[src/rtl/game_menu_ctrl_if.sv]
// Button/event inputs and timer/state outputs of the game menu controller.
// master drives the buttons and observes the outputs; slave is the controller.
interface game_menu_ctrl_if;
  logic       btn_start;
  logic       btn_pause;
  logic       player_dead;
  logic [3:0] timerdig2;
  logic [3:0] timerdig1;
  logic [3:0] timerdig0;
  logic [1:0] game_state;
  logic       menu_on;
  logic       game_start;
  logic       timer_done;

  modport master (
    output btn_start, btn_pause, player_dead,
    input  timerdig2, timerdig1, timerdig0, game_state, menu_on, game_start, timer_done
  );

  modport slave (
    input  btn_start, btn_pause, player_dead,
    output timerdig2, timerdig1, timerdig0, game_state, menu_on, game_start, timer_done
  );
endinterface

[src/rtl/game_menu_ctrl.sv]
// Game menu/play/pause/over FSM with an M:SS BCD countdown driven by a
// one-second prescaler that only runs while playing.
module game_menu_ctrl #(
  parameter int TICK_DIV  = 25000000,
  parameter int START_MIN = 3
) (
  input logic              clk,
  input logic              reset,
  game_menu_ctrl_if.slave  bus
);

  localparam int CW = $clog2(TICK_DIV);
  localparam logic [CW-1:0] LAST  = CW'(TICK_DIV - 1);
  localparam logic [CW-1:0] ONE   = CW'(1);
  localparam logic [3:0]    SMIN  = 4'(START_MIN);

  typedef enum logic [1:0] {
    MENU  = 2'd0,
    PLAY  = 2'd1,
    PAUSE = 2'd2,
    OVER  = 2'd3
  } state_t;

  state_t        state, state_n;
  logic [3:0]    d2, d1, d0, d2_n, d1_n, d0_n;
  logic [CW-1:0] presc, presc_n;
  logic          prev_start, prev_pause;
  logic          gs, gs_n, td, td_n, menu, menu_n;

  logic          start_edge, pause_edge, tick, at_one;
  logic [3:0]    dec2, dec1, dec0;

  assign start_edge = bus.btn_start & ~prev_start;
  assign pause_edge = bus.btn_pause & ~prev_pause;
  assign tick       = (presc == LAST);
  assign at_one     = (d2 == 4'd0) && (d1 == 4'd0) && (d0 == 4'd1);

  // BCD borrow chain for one-second decrement of M:SS
  always_comb begin
    dec0 = (d0 == 4'd0) ? 4'd9 : d0 - 4'd1;
    dec1 = d1;
    dec2 = d2;
    if (d0 == 4'd0) begin
      dec1 = (d1 == 4'd0) ? 4'd5 : d1 - 4'd1;
      if (d1 == 4'd0) dec2 = d2 - 4'd1;
    end
  end

  always_comb begin
    state_n = state;
    d2_n    = d2;
    d1_n    = d1;
    d0_n    = d0;
    presc_n = presc;
    gs_n    = 1'b0;
    td_n    = 1'b0;
    unique case (state)
      MENU: begin
        if (start_edge) begin
          state_n = PLAY;
          d2_n    = SMIN;
          d1_n    = '0;
          d0_n    = '0;
          presc_n = '0;
          gs_n    = 1'b1;
        end
      end
      PLAY: begin
        if (bus.player_dead) begin
          // a coincident final tick still lands on 0:00 and reports it
          state_n = OVER;
          if (tick && at_one) begin
            d2_n = '0;
            d1_n = '0;
            d0_n = '0;
            td_n = 1'b1;
          end
        end else if (pause_edge) begin
          state_n = PAUSE;
        end else begin
          presc_n = tick ? '0 : presc + ONE;
          if (tick) begin
            d2_n = dec2;
            d1_n = dec1;
            d0_n = dec0;
            if (at_one) begin
              state_n = OVER;
              td_n    = 1'b1;
            end
          end
        end
      end
      PAUSE: begin
        if (start_edge)      state_n = MENU;
        else if (pause_edge) state_n = PLAY;
      end
      OVER: begin
        if (start_edge) state_n = MENU;
      end
      default: state_n = MENU;
    endcase
    menu_n = (state_n == MENU);
  end

  always_ff @(posedge clk or posedge reset) begin
    if (reset) begin
      state      <= MENU;
      d2         <= SMIN;
      d1         <= '0;
      d0         <= '0;
      presc      <= '0;
      prev_start <= 1'b1;
      prev_pause <= 1'b1;
      gs         <= 1'b0;
      td         <= 1'b0;
      menu       <= 1'b1;
    end else begin
      state      <= state_n;
      d2         <= d2_n;
      d1         <= d1_n;
      d0         <= d0_n;
      presc      <= presc_n;
      prev_start <= bus.btn_start;
      prev_pause <= bus.btn_pause;
      gs         <= gs_n;
      td         <= td_n;
      menu       <= menu_n;
    end
  end

  assign bus.game_state = state;
  assign bus.timerdig2  = d2;
  assign bus.timerdig1  = d1;
  assign bus.timerdig0  = d0;
  assign bus.menu_on    = menu;
  assign bus.game_start = gs;
  assign bus.timer_done = td;

endmodule

[src/flat_wrapper.sv]
// flat-port wrapper written by rule: the top's interface ports become plain ports
module game_menu_ctrl_flat 
#(
  parameter int TICK_DIV  = 25000000,
  parameter int START_MIN = 3
)
  (clk, reset, bus_btn_start, bus_btn_pause, bus_player_dead, bus_timerdig2, bus_timerdig1, bus_timerdig0, bus_game_state, bus_menu_on, bus_game_start, bus_timer_done);
  game_menu_ctrl_if bus_i ();
  input logic clk;
  input logic reset;
  input wire logic [$bits(bus_i.btn_start)-1:0] bus_btn_start;
  input wire logic [$bits(bus_i.btn_pause)-1:0] bus_btn_pause;
  input wire logic [$bits(bus_i.player_dead)-1:0] bus_player_dead;
  output wire logic [$bits(bus_i.timerdig2)-1:0] bus_timerdig2;
  output wire logic [$bits(bus_i.timerdig1)-1:0] bus_timerdig1;
  output wire logic [$bits(bus_i.timerdig0)-1:0] bus_timerdig0;
  output wire logic [$bits(bus_i.game_state)-1:0] bus_game_state;
  output wire logic [$bits(bus_i.menu_on)-1:0] bus_menu_on;
  output wire logic [$bits(bus_i.game_start)-1:0] bus_game_start;
  output wire logic [$bits(bus_i.timer_done)-1:0] bus_timer_done;
  assign bus_i.btn_start = bus_btn_start;
  assign bus_i.btn_pause = bus_btn_pause;
  assign bus_i.player_dead = bus_player_dead;
  assign bus_timerdig2 = bus_i.timerdig2;
  assign bus_timerdig1 = bus_i.timerdig1;
  assign bus_timerdig0 = bus_i.timerdig0;
  assign bus_game_state = bus_i.game_state;
  assign bus_menu_on = bus_i.menu_on;
  assign bus_game_start = bus_i.game_start;
  assign bus_timer_done = bus_i.timer_done;
  game_menu_ctrl #(.TICK_DIV(TICK_DIV), .START_MIN(START_MIN)) u_core (.clk(clk), .reset(reset), .bus(bus_i));
endmodule
[config.mk]
export PLATFORM = sky130hd
export DESIGN_NAME = game_menu_ctrl_flat
export DESIGN_NICKNAME = d
export VERILOG_FILES = /design/src/rtl/game_menu_ctrl_if.sv /design/src/rtl/game_menu_ctrl.sv /design/src/flat_wrapper.sv
export SDC_FILE = /design/constraint.sdc
export NUM_CORES = 1
export LEC_CHECK = 0
export CAP_MARGIN = 15
export CORE_MARGIN = 2
export CORE_UTILIZATION = 55
export CTS_CLUSTER_SIZE = 30
export DETAILED_ROUTE_END_ITERATION = 7
export PLACE_DENSITY = 0.74
export SYNTH_ARGS = -nofsm -noshare
export SYNTH_HDL_FRONTEND = slang
export SYNTH_SLANG_ARGS = --single-unit
[constraint.sdc]
create_clock -name clk -period 6.25 [get_ports clk]
set_clock_uncertainty 0.05 [all_clocks]
set_input_delay 1.875 -clock clk [delete_from_list [all_inputs] [get_ports clk]]
set_output_delay 1.875 -clock clk [all_outputs]
set_load 0.02 [all_outputs]
==> results of run 1 <==
## cells by family after synthesis
family                   share of synthesized area (%)
AO/OA/AOI/OAI                                     15.1
XOR/XNOR                                          5.75
adder cells (fa/ha/maj)                           1.93
buffers and inverters                             4.01
flip-flops                                        42.8
AND/OR/NAND/NOR                                   30.4
## registers in the layout (all words and copies together) (netlist names)
signal	flops
u_core.bus.game_state	2
u_core.prev_start	1
u_core.bus.timerdig1	4
u_core.prev_pause	1
u_core.presc	25
u_core.bus.game_start	1
u_core.bus.menu_on	1
u_core.bus.timer_done	1
u_core.bus.timerdig2	4
u_core.bus.timerdig0	4
## synthesized netlist by cell type (7+ instances only)
cell | count | area, µm²
nand4_1 | 14 | 87.6
clkbuf_1 | 8 | 30.0
o21ai_0 | 11 | 55.1
inv_1 | 13 | 48.8
nor3_1 | 9 | 45.0
nor2_1 | 33 | 124
or4_1 | 7 | 52.6
dfrtp_1 | 39 | 976
nand2_1 | 22 | 82.6
nand3_1 | 21 | 105
xor2_1 | 11 | 96.3
## layer usage
metal / global-route usage, % / vias to the layer above
li1: - / 1095
met1: 34.1 / 1104
met2: 38.6 / 110
met3: 5.66 / 27
met4: 11.9 / 0
met5: 0 / -
## path summary, 6_finish.rpt
kind | startpoint | slack (ps) | to | cells past startpoint
max in group asynchronous | reset | 3810 | u_core.presc[3] | 3
worst max register to register | u_core.bus.timerdig1[0] | 3420 | u_core.bus.timerdig2[0] | 7
worst min register to register | u_core.presc[23] | 490 | u_core.presc[23] | 2
worst max-delay path | bus_player_dead | 1870 | u_core.presc[12] | 5
min in group asynchronous | reset | 1940 | u_core.bus.timerdig0[1] | 3
worst min-delay path | u_core.presc[23] | 490 | u_core.presc[23] | 2
## cell type report
class,count,area [µm²]
Multi-Input combinational cell,217,1380
Tap cell,52,65.1
Clock inverter,1,5.00
Timing Repair Buffer,23,225
Fill cell,377,1540
Inverter,13,48.8
Sequential cell,44,1110
Clock buffer,7,76.3
## power groups by stage
stage | Sequential (mW) | Clock [mW] | Combinational, mW
4_1_cts | 0.383 | 0.177 | 0.311
2_1_floorplan | 0.402 | 0 | 0.186
3_3_place_gp | 0.387 | 0 | 0.306
5_1_grt | 0.391 | 0.189 | 0.344
3_5_place_dp | 0.388 | 0 | 0.309
6_report | 0.384 | 0.177 | 0.312
## critical path: cells and delay by family
| kind | cells | cell delay (ps) |
|---|---|---|
| AO/OA/AOI/OAI | 2 | 1170 |
| AND/OR/NAND/NOR | 2 | 810 |
| buffers and inverters | 1 | 620 |
==> key figures, run 1 <==
Yosys
  – Primary FF master, synth: dfrtp_1
  – YS warnings: 0
  – Number of flops mapped to enable cells by yosys: 0
  – Seq/Total Area, Yosys: 42.8%
  – Net Count, Synth: 296
  – Syn Inst Count: 287
  – Synth async-reset ratio: 100%
  – #FFs+latches synth: 44
  – Netlist cell types: 56
  – Post-Syn Area: 2590 µm²
  – Mapped Avg Cell Area: 9.02 µm²

Pwr
  – Clk pwr share: 20.2%
  – Leak pwr: 1.18 nW
  – Max VDD drop: 0.161 mV
  – Pwr dens: 300 nW/µm²
  – Power share of the sequential group: 44.0%
  – Power, Total: 0.873 mW
  – Sw Share: 38.7%
  – Logic pwr share: 35.7%
  – P_sw: 0.338 mW
  – Internal power: 0.535 mW

Routing
  – WL/cell: 16.9 µm
  – Met1 wire length: 2.57 mm
  – # DRC: 0
  – Initial DRC Count: 211
  – Final ANT Viol Nets: 0
  – Met2 routed WL: 2.80 mm
  – Routed wl met3: 389 µm
  – Pre-antenna DRT Iters: 5
  – Vias per cell: 6.54
  – Uppermost layer routed: met4
  – WL final: 6.02 mm
  – Vias: 2,336

Worst setup path
  – Crit-path cells: clkdlybuf4s50_1 -> nor3b_1 -> a21oi_1 -> a21oi_2 -> nor2_1
  – WS Path Type: in -> reg
  – Critical path startpoint category: input pin
  – Crit path arrival time: 4480 ps
  – CP Capture Type: flip-flop
  – Max incr delay on CP: 700 ps
  – Crit-path slowest cell: nor3b_1
  – CP Max Fanout: 17
  – WP data required: 6350 ps

Die
  – Die Footprint: 5270 µm²
  – Row count: 24
  – Initial Utilization: 58.2%
  – Core Footprint: 4440 µm²
  – Die X: 72.6 µm
  – IO Count: 22
  – Die height: 72.6 µm

Global route
  – Largest net degree at the start of global routing: 45
  – Global route total overflow: 0
  – GRT Total Usage: 25.2%
  – Initial antenna violation count: 0
  – Number of global-route vias before repair: 2,147
  – First-pass GRT wire length: 10.4 mm

Clocking
  – CTS tree: built
  – CTS Buf Count: 5
  – Clock tree buffer depth: 2
  – Sink Count: 44
  – Hold_buf cts: 0
  – Cts repair resizes: 0
  – Root Buffer: clkbuf_8
  – # H-tree levels: 2
  – CTS clk-pin slew, worst paths: 80 ps
  – Worst-Skew Late Latency: 310 ps
  – Postcts setup bufs: 0

Timing
  – Fmax: 0.229 GHz
  – Hold Slack: 495 ps
  – Tmin final: 4380 ps
  – Min setup slack post-route: 1870 ps
  – RSZ-0062 raised after global routing: false
  – Worst slew pin tran: 985 ps
  – Final Cycle Share: 70.0%
  – Max-slew headroom: 34.3%
  – Setup violators final: 0
  – Fin. max-slew vios: 0
  – Final hold violation count: 0
  – Final TNS setup: 0 ps

Run status
  – Status: completed

Final layout
  – Layout cell share with drive strength beyond 1: 8.85%
  – P&R area growth vs syn: 12.2%
  – Design Area, Final: 2900 µm²
  – Commonest non-fill, non-tap cell in the layout: dfrtp_1
  – Final core occ: 65.3%
  – Most frequent cells in the layout: dfrtp_1, nor2_1, nand2_1
  – N_diodes: 0
  – Final cell count without fillers: 357
  – Final #Nets: 313

Placement
  – DP Area: 2820 µm²
  – Gpl congestion: 0.869
  – DPL Wire Length: 4.19 mm
  – IO Port Bufs: 21
  – Place WS: 1610 ps
  – Placed insts: 349

Run
  – Max Cap Viol: 0

Min path
  – Tightest Hold Check Type: reg -> reg
No activity file was read; power rests on OpenSTA's default activity.
==> run 2: changes to the inputs <==
Settings changed: CORE_UTILIZATION 55 to 52.
Clock period 6.25 ns to 3.6 ns, I/O delays scaled along.
==> run 2 against run 1 <==
  * Die area increased by 5.4%
  * Largest power group unchanged
  * Setup slack lost 1300 ps
  * Utilization is 2.9 points lower
  * Sequential cell count unchanged
  * Via count shrank 2.9%
  * Cell count increased by 5.6%
  * Routed wire length grew 0.61%
  * Design area up 2.2%
  * Critical endpoint is now u_core.presc[24]
  * Sequential power up 74%
  * Clock power rose by 84%
  * Non-clock buffer count up 5
  * Register-to-register slack worse by 2500 ps
==> key figures, run 2 (synthesis results as in run 1) <==
Placement
  – DPL Wire Length: 4.35 mm (+3.9%)
  – Placed insts: 369 (+5.7%)
  – IO Port Bufs: 21 (unchanged)
  – Gpl congestion: 0.882 (+1.5%)
  – DP Area: 2880 µm² (+2.0%)

Timing
  – Fmax: 0.331 GHz
  – Final TNS setup: 0 ps (unchanged)
  – Worst slew pin tran: 1090 ps (+103 ps)
  – Final Cycle Share: 84.0%
  – Fin. max-slew vios: 0 (unchanged)
  – Max-slew headroom: 27.5% (-6.9 points)
  – Tmin final: 3020 ps
  – Setup violators final: 0 (unchanged)
  – Hold Slack: 479 ps (-15.7 ps)
  – RSZ-0062 raised after global routing: false
  – Final hold violation count: 0 (unchanged)

Min path
  – Tightest Hold Check Type: reg -> reg

Worst setup path
  – CP startpoint: bus_player_dead
  – CP Capture Type: flip-flop
  – Critical path startpoint category: input pin
  – CP Max Fanout: 9 (-8)
  – R2r setup slk: 930 ps (-2490 ps)
  – Worst Setup EP: u_core.presc[24]
  – WP data required: 3770 ps (-2580 ps)
  – Worst R2R End: u_core.bus.timerdig2[0]
  – Reg-to-reg startpoint: u_core.bus.timerdig1[0]
  – Reg2reg path depth: 7 (unchanged)
  – Crit path arrival time: 3200 ps (-1280 ps)
  – WS Path Type: in -> reg

Final layout
  – Max reg flops: 25 (unchanged)
  – N_diodes: 0 (unchanged)
  – Final cell count without fillers: 377 (+5.6%)
  – Commonest non-fill, non-tap cell in the layout: dfrtp_1
  – Layout cell share with drive strength beyond 1: 10.3% (+1.5 points)
  – # fillers: 421 (+12%)
  – P&R area growth vs syn: 14.7%
  – Final #Nets: 318 (+1.6%)
  – Design Area, Final: 2970 µm² (+2.2%)
  – Most frequent cells in the layout: dfrtp_1, nor2_1, nand2_1
  – Reg with most FFs: u_core.presc

Die
  – Die Footprint: 5560 µm² (+5.4%)
  – IO Count: 22 (unchanged)
  – Core Footprint: 4750 µm² (+7.0%)
  – Row count: 25 (+4.2%)
  – Die height: 74.5 µm (+2.7%)
  – Die X: 74.5 µm (+2.7%)
  – Initial Utilization: 54.4% (-3.8 points)

Clocking
  – Clock tree buffer depth: 2 (unchanged)
  – Cts repair resizes: 0 (unchanged)
  – Postcts setup bufs: 0 (unchanged)
  – CTS tree: built
  – Root Buffer: clkbuf_8
  – CTS clk-pin slew, worst paths: 80 ps (about the same)
  – Hold_buf cts: 0 (unchanged)
  – Sink Count: 44 (unchanged)
  – # H-tree levels: 2 (unchanged)
  – CTS Buf Count: 5 (unchanged)
  – Worst-Skew Late Latency: 300 ps (about the same)

Routing
  – # DRC: 0 (unchanged)
  – Pre-antenna DRT Iters: 4 (-1)
  – Vias per cell: 6.02 (-8.0%)
  – Final ANT Viol Nets: 0 (unchanged)
  – WL final: 6.06 mm (+0.61%)
  – Vias: 2,269 (-2.9%)
  – WL/cell: 16.1 µm (-4.7%)
  – Initial DRC Count: 183 (-13%)

Global route
  – Number of global-route vias before repair: 2,139 (-0.37%)
  – Initial antenna violation count: 0 (unchanged)
  – Global route total overflow: 0 (unchanged)
  – Largest net degree at the start of global routing: 26 (-42%)
  – GRT Total Usage: 24.3% (-0.94 points)
  – First-pass GRT wire length: 10.3 mm (-0.87%)

Pwr
  – Power, Total: 1.54 mW (+77%)
  – Leak pwr: 1.21 nW (+2.3%)
  – Pwr dens: 519 nW/µm² (+73%)
  – Max VDD drop: 0.222 mV (+37%)

Run
  – Max Cap Viol: 0 (unchanged)

Run status
  – Status: completed
-- run 2: cell types whose count changed in the layout (fill, tap and decap cells not counted) --
cell / before / now
clkbuf_8: 5 / 6
clkinv_2: 1 / 0
buf_4: 2 / 7
-- run 2: how the worst min path moves through the flow --
stage	to	start	cells past startpoint	slack (ps)
2_1_floorplan	u_core.presc[24]	u_core.presc[24]	1	420
3_3_place_gp	u_core.presc[24]	u_core.presc[24]	1	460
3_5_place_dp	u_core.presc[24]	u_core.presc[24]	1	460
4_1_cts	u_core.presc[24]	u_core.presc[24]	1	470
5_1_grt	u_core.presc[24]	u_core.presc[24]	1	520
6_report	u_core.presc[24]	u_core.presc[24]	1	480
-- run 2: area by class of cell --
cell class | instances | area [µm²] | area share (%)
Inverter | 13 | 48.8 | 1.64
Timing Repair Buffer | 28 | 263 | 8.85
Clock buffer | 8 | 90.1 | 3.03
Sequential cell | 44 | 1110 | 37.3
Multi-Input combinational cell | 217 | 1380 | 46.4
Tap cell | 67 | 83.8 | 2.82
-- run 2: report_power, final --
part | internal, mW | leakage [nW] | switching [mW]
clock network | 0.157 | 0.0455 | 0.168
registers | 0.571 | 0.587 | 0.0956
logic | 0.232 | 0.575 | 0.318
total | 0.960 | 1.21 | 0.582
-- run 2: metrics by stage --
step,util [%],worst slack (ps)
floorplan,-,820
global placement,60.6,321
detailed placement,60.6,272
CTS,62.4,599
global route,62.4,398
finish,62.4,576
-- run 2: per-layer routing --
| layer | global-route usage (%) | up-vias | routed length, µm |
|---|---|---|---|
| met2 | 39.0 | 66 | 2920 |
| li1 | - | 1101 | - |
| met4 | 8.13 | 0 | 90 |
| met1 | 33.2 | 1092 | 2740 |
| met3 | 4.47 | 10 | 304 |
| met5 | 0 | - | 0 |
-- run 2: critical path, stage by stage --
cell	delay, ps
clkdlybuf4s50_1	500
or3b_1	550
nor2_1	280
a21boi_2	440
a41oi_1	180
a31oi_1	170
==> run 3: changes to the inputs <==
Clock period 3.6 ns to 2.7 ns, I/O delays scaled along.
==> run 3 against run 2 <==
  * Power is 36% higher
  * Register-to-register slack worse by 710 ps
  * Cell count is 4.0% higher
  * Die area stayed put
  * Non-clock buffer count is 15 higher
  * Design area is 4.9% higher
  * Sequential share of layout area is 1.8 points lower
  * Sequential cell count stayed put
  * Critical path type unchanged
  * Hold slack worse by 4.5 ps
  * Via count is 5.1% higher
==> key figures, run 3 (synthesis results as in run 1) <==
Worst setup path
  – WS Path Type: in -> reg
  – WP data required: 2830 ps (-940 ps)
  – Reg-to-reg startpoint: u_core.bus.timerdig1[0]
  – Worst R2R End: u_core.bus.timerdig1[1]
  – Crit path arrival time: 2730 ps (-470 ps)
  – R2r setup slk: 220 ps (-710 ps)
  – Critical path startpoint category: input pin
  – Reg2reg path depth: 8 (+1)
  – CP Capture Type: flip-flop
  – CP Max Fanout: 8 (-1)

Die
  – IO Count: 22 (unchanged)
  – Die Footprint: 5560 µm² (unchanged)
  – Core Footprint: 4750 µm² (unchanged)
  – Row count: 25 (unchanged)
  – Die height: 74.5 µm (unchanged)
  – Initial Utilization: 54.4% (unchanged)
  – Die X: 74.5 µm (unchanged)

Final layout
  – Final core occ: 65.5% (+3.1 points)
  – Commonest non-fill, non-tap cell in the layout: dfrtp_1
  – N_diodes: 0 (unchanged)
  – Max reg flops: 25 (unchanged)
  – Layout cell share with drive strength beyond 1: 15.1% (+4.8 points)
  – Design Area, Final: 3120 µm² (+4.9%)
  – Final cell count without fillers: 392 (+4.0%)
  – Register area: 1110 µm² (unchanged)
  – P&R area growth vs syn: 20.4%
  – Most frequent cells in the layout: dfrtp_1, nor2_1, nand2_1
  – # fillers: 411 (-2.4%)
  – Multi-input logic area: 1400 µm² (+1.4%)
  – Reg with most FFs: u_core.presc
  – Final #Nets: 333 (+4.7%)

Placement
  – DP Area: 3020 µm² (+4.8%)
  – DPL Wire Length: 4.57 mm (+4.9%)
  – Gpl congestion: 0.892 (+1.2%)
  – Placed insts: 384 (+4.1%)
  – IO Port Bufs: 21 (unchanged)

Min path
  – Min-Delay Endpoint: u_core.presc[24]
  – Startpoint of the worst hold path: u_core.presc[24]
  – Tightest Hold Check Type: reg -> reg
  – WHS Path Cells: 1 (unchanged)

Pwr
  – Pwr dens: 675 nW/µm² (+30%)
  – Max VDD drop: 0.307 mV (+38%)
  – Leak pwr: 1.28 nW (+6.2%)

Routing
  – Vias: 2,384 (+5.1%)
  – WL final: 6.15 mm (+1.6%)
  – Final ANT Viol Nets: 0 (unchanged)
  – Pre-antenna DRT Iters: 4 (unchanged)
  – WL/cell: 15.7 µm (-2.3%)
  – Initial DRC Count: 184 (+0.55%)
  – Vias per cell: 6.08 (+1.0%)
  – # DRC: 0 (unchanged)

Clocking
  – CTS tree: built
  – CTS clk-pin slew, worst paths: 80 ps (about the same)
  – Root Buffer: clkbuf_8
  – Clock tree buffer depth: 2 (unchanged)
  – CTS Buf Count: 5 (unchanged)
  – Postcts setup bufs: 0 (unchanged)
  – Hold_buf cts: 0 (unchanged)
  – Cts repair resizes: 0 (unchanged)
  – Worst-Skew Late Latency: 290 ps (about the same)
  – Sink Count: 44 (unchanged)
  – # H-tree levels: 2 (unchanged)

Global route
  – Met2 Use GR: 39.4% (+0.39 points)
  – Largest net degree at the start of global routing: 29 (+12%)
  – Initial antenna violation count: 0 (unchanged)
  – Met1 GRT Util: 32.4% (-0.80 points)
  – First-pass GRT wire length: 10.4 mm (+1.3%)
  – GRT Total Usage: 24.3% (about the same)
  – Global route total overflow: 0 (unchanged)
  – Met3 GRT Util: 4.47% (unchanged)
  – Top Usage Layer GRT: met2
  – Number of global-route vias before repair: 2,271 (+6.2%)

Timing
  – Tmin final: 2600 ps
  – Final Cycle Share: 96.3%
  – Max-slew headroom: 49.4% (+22 points)
  – Fin. max-slew vios: 0 (unchanged)
  – Final hold violation count: 0 (unchanged)
  – Fmax: 0.385 GHz
  – Setup violators final: 0 (unchanged)
  – Worst slew pin tran: 759 ps (-329 ps)

Run
  – Max Cap Viol: 0 (unchanged)

Run status
  – Status: completed
run 3: final cells by class:
| cell class | instances | area share [%] |
|---|---|---|
| Sequential cell | 44 | 35.5 |
| Clock buffer | 8 | 2.57 |
| Multi-Input combinational cell | 217 | 44.8 |
| Inverter | 13 | 1.57 |
| Timing Repair Buffer | 43 | 12.9 |
| Tap cell | 67 | 2.69 |
run 3: power by group:
part | leakage [nW] | total, mW | switching (mW) | internal (mW)
logic | 0.656 | 0.820 | 0.450 | 0.370
clock network | 0.0395 | 0.395 | 0.211 | 0.184
registers | 0.587 | 0.888 | 0.126 | 0.762
total | 1.28 | 2.10 | 0.787 | 1.32
run 3: layer usage:
layer | vias to the layer above | part of all wire, %
li1 | 1137 | -
met1 | 1165 | 44
met2 | 68 | 50
met3 | 14 | 4.6
met4 | 0 | 1.7
met5 | - | 0
run 3: how the worst max path moves through the flow:
stage,endpoint,from,slack (ps)
floorplan,u_core.presc[15],bus_btn_start,190
global placement,u_core.presc[17],bus_btn_start,-170
detailed placement,u_core.presc[17],bus_btn_start,-230
CTS,u_core.presc[15],bus_btn_start,70
global route,u_core.presc[7],bus_btn_start,-7
finish,u_core.presc[7],bus_btn_start,100
run 3: worst max-delay path: stages:
cell,delay (ps)
clkdlybuf4s50_1,480
or4b_2,630
inv_1,110
a21oi_1,150
nor3_1,340
xnor2_1,160
nor2_1,50
run 3: metrics by stage:
step                      TNS [ps]  hold slack [ps]  power (mW)  setup WS (ps)
after global routing         -9.95              532        2.25          -6.55
after floorplan                  0              417        1.36            190
after detailed placement     -2700              462        1.70           -227
final                            0              474        2.10            101
after CTS                        0              473        2.11           68.7
after global placement       -1790              462        1.69           -172
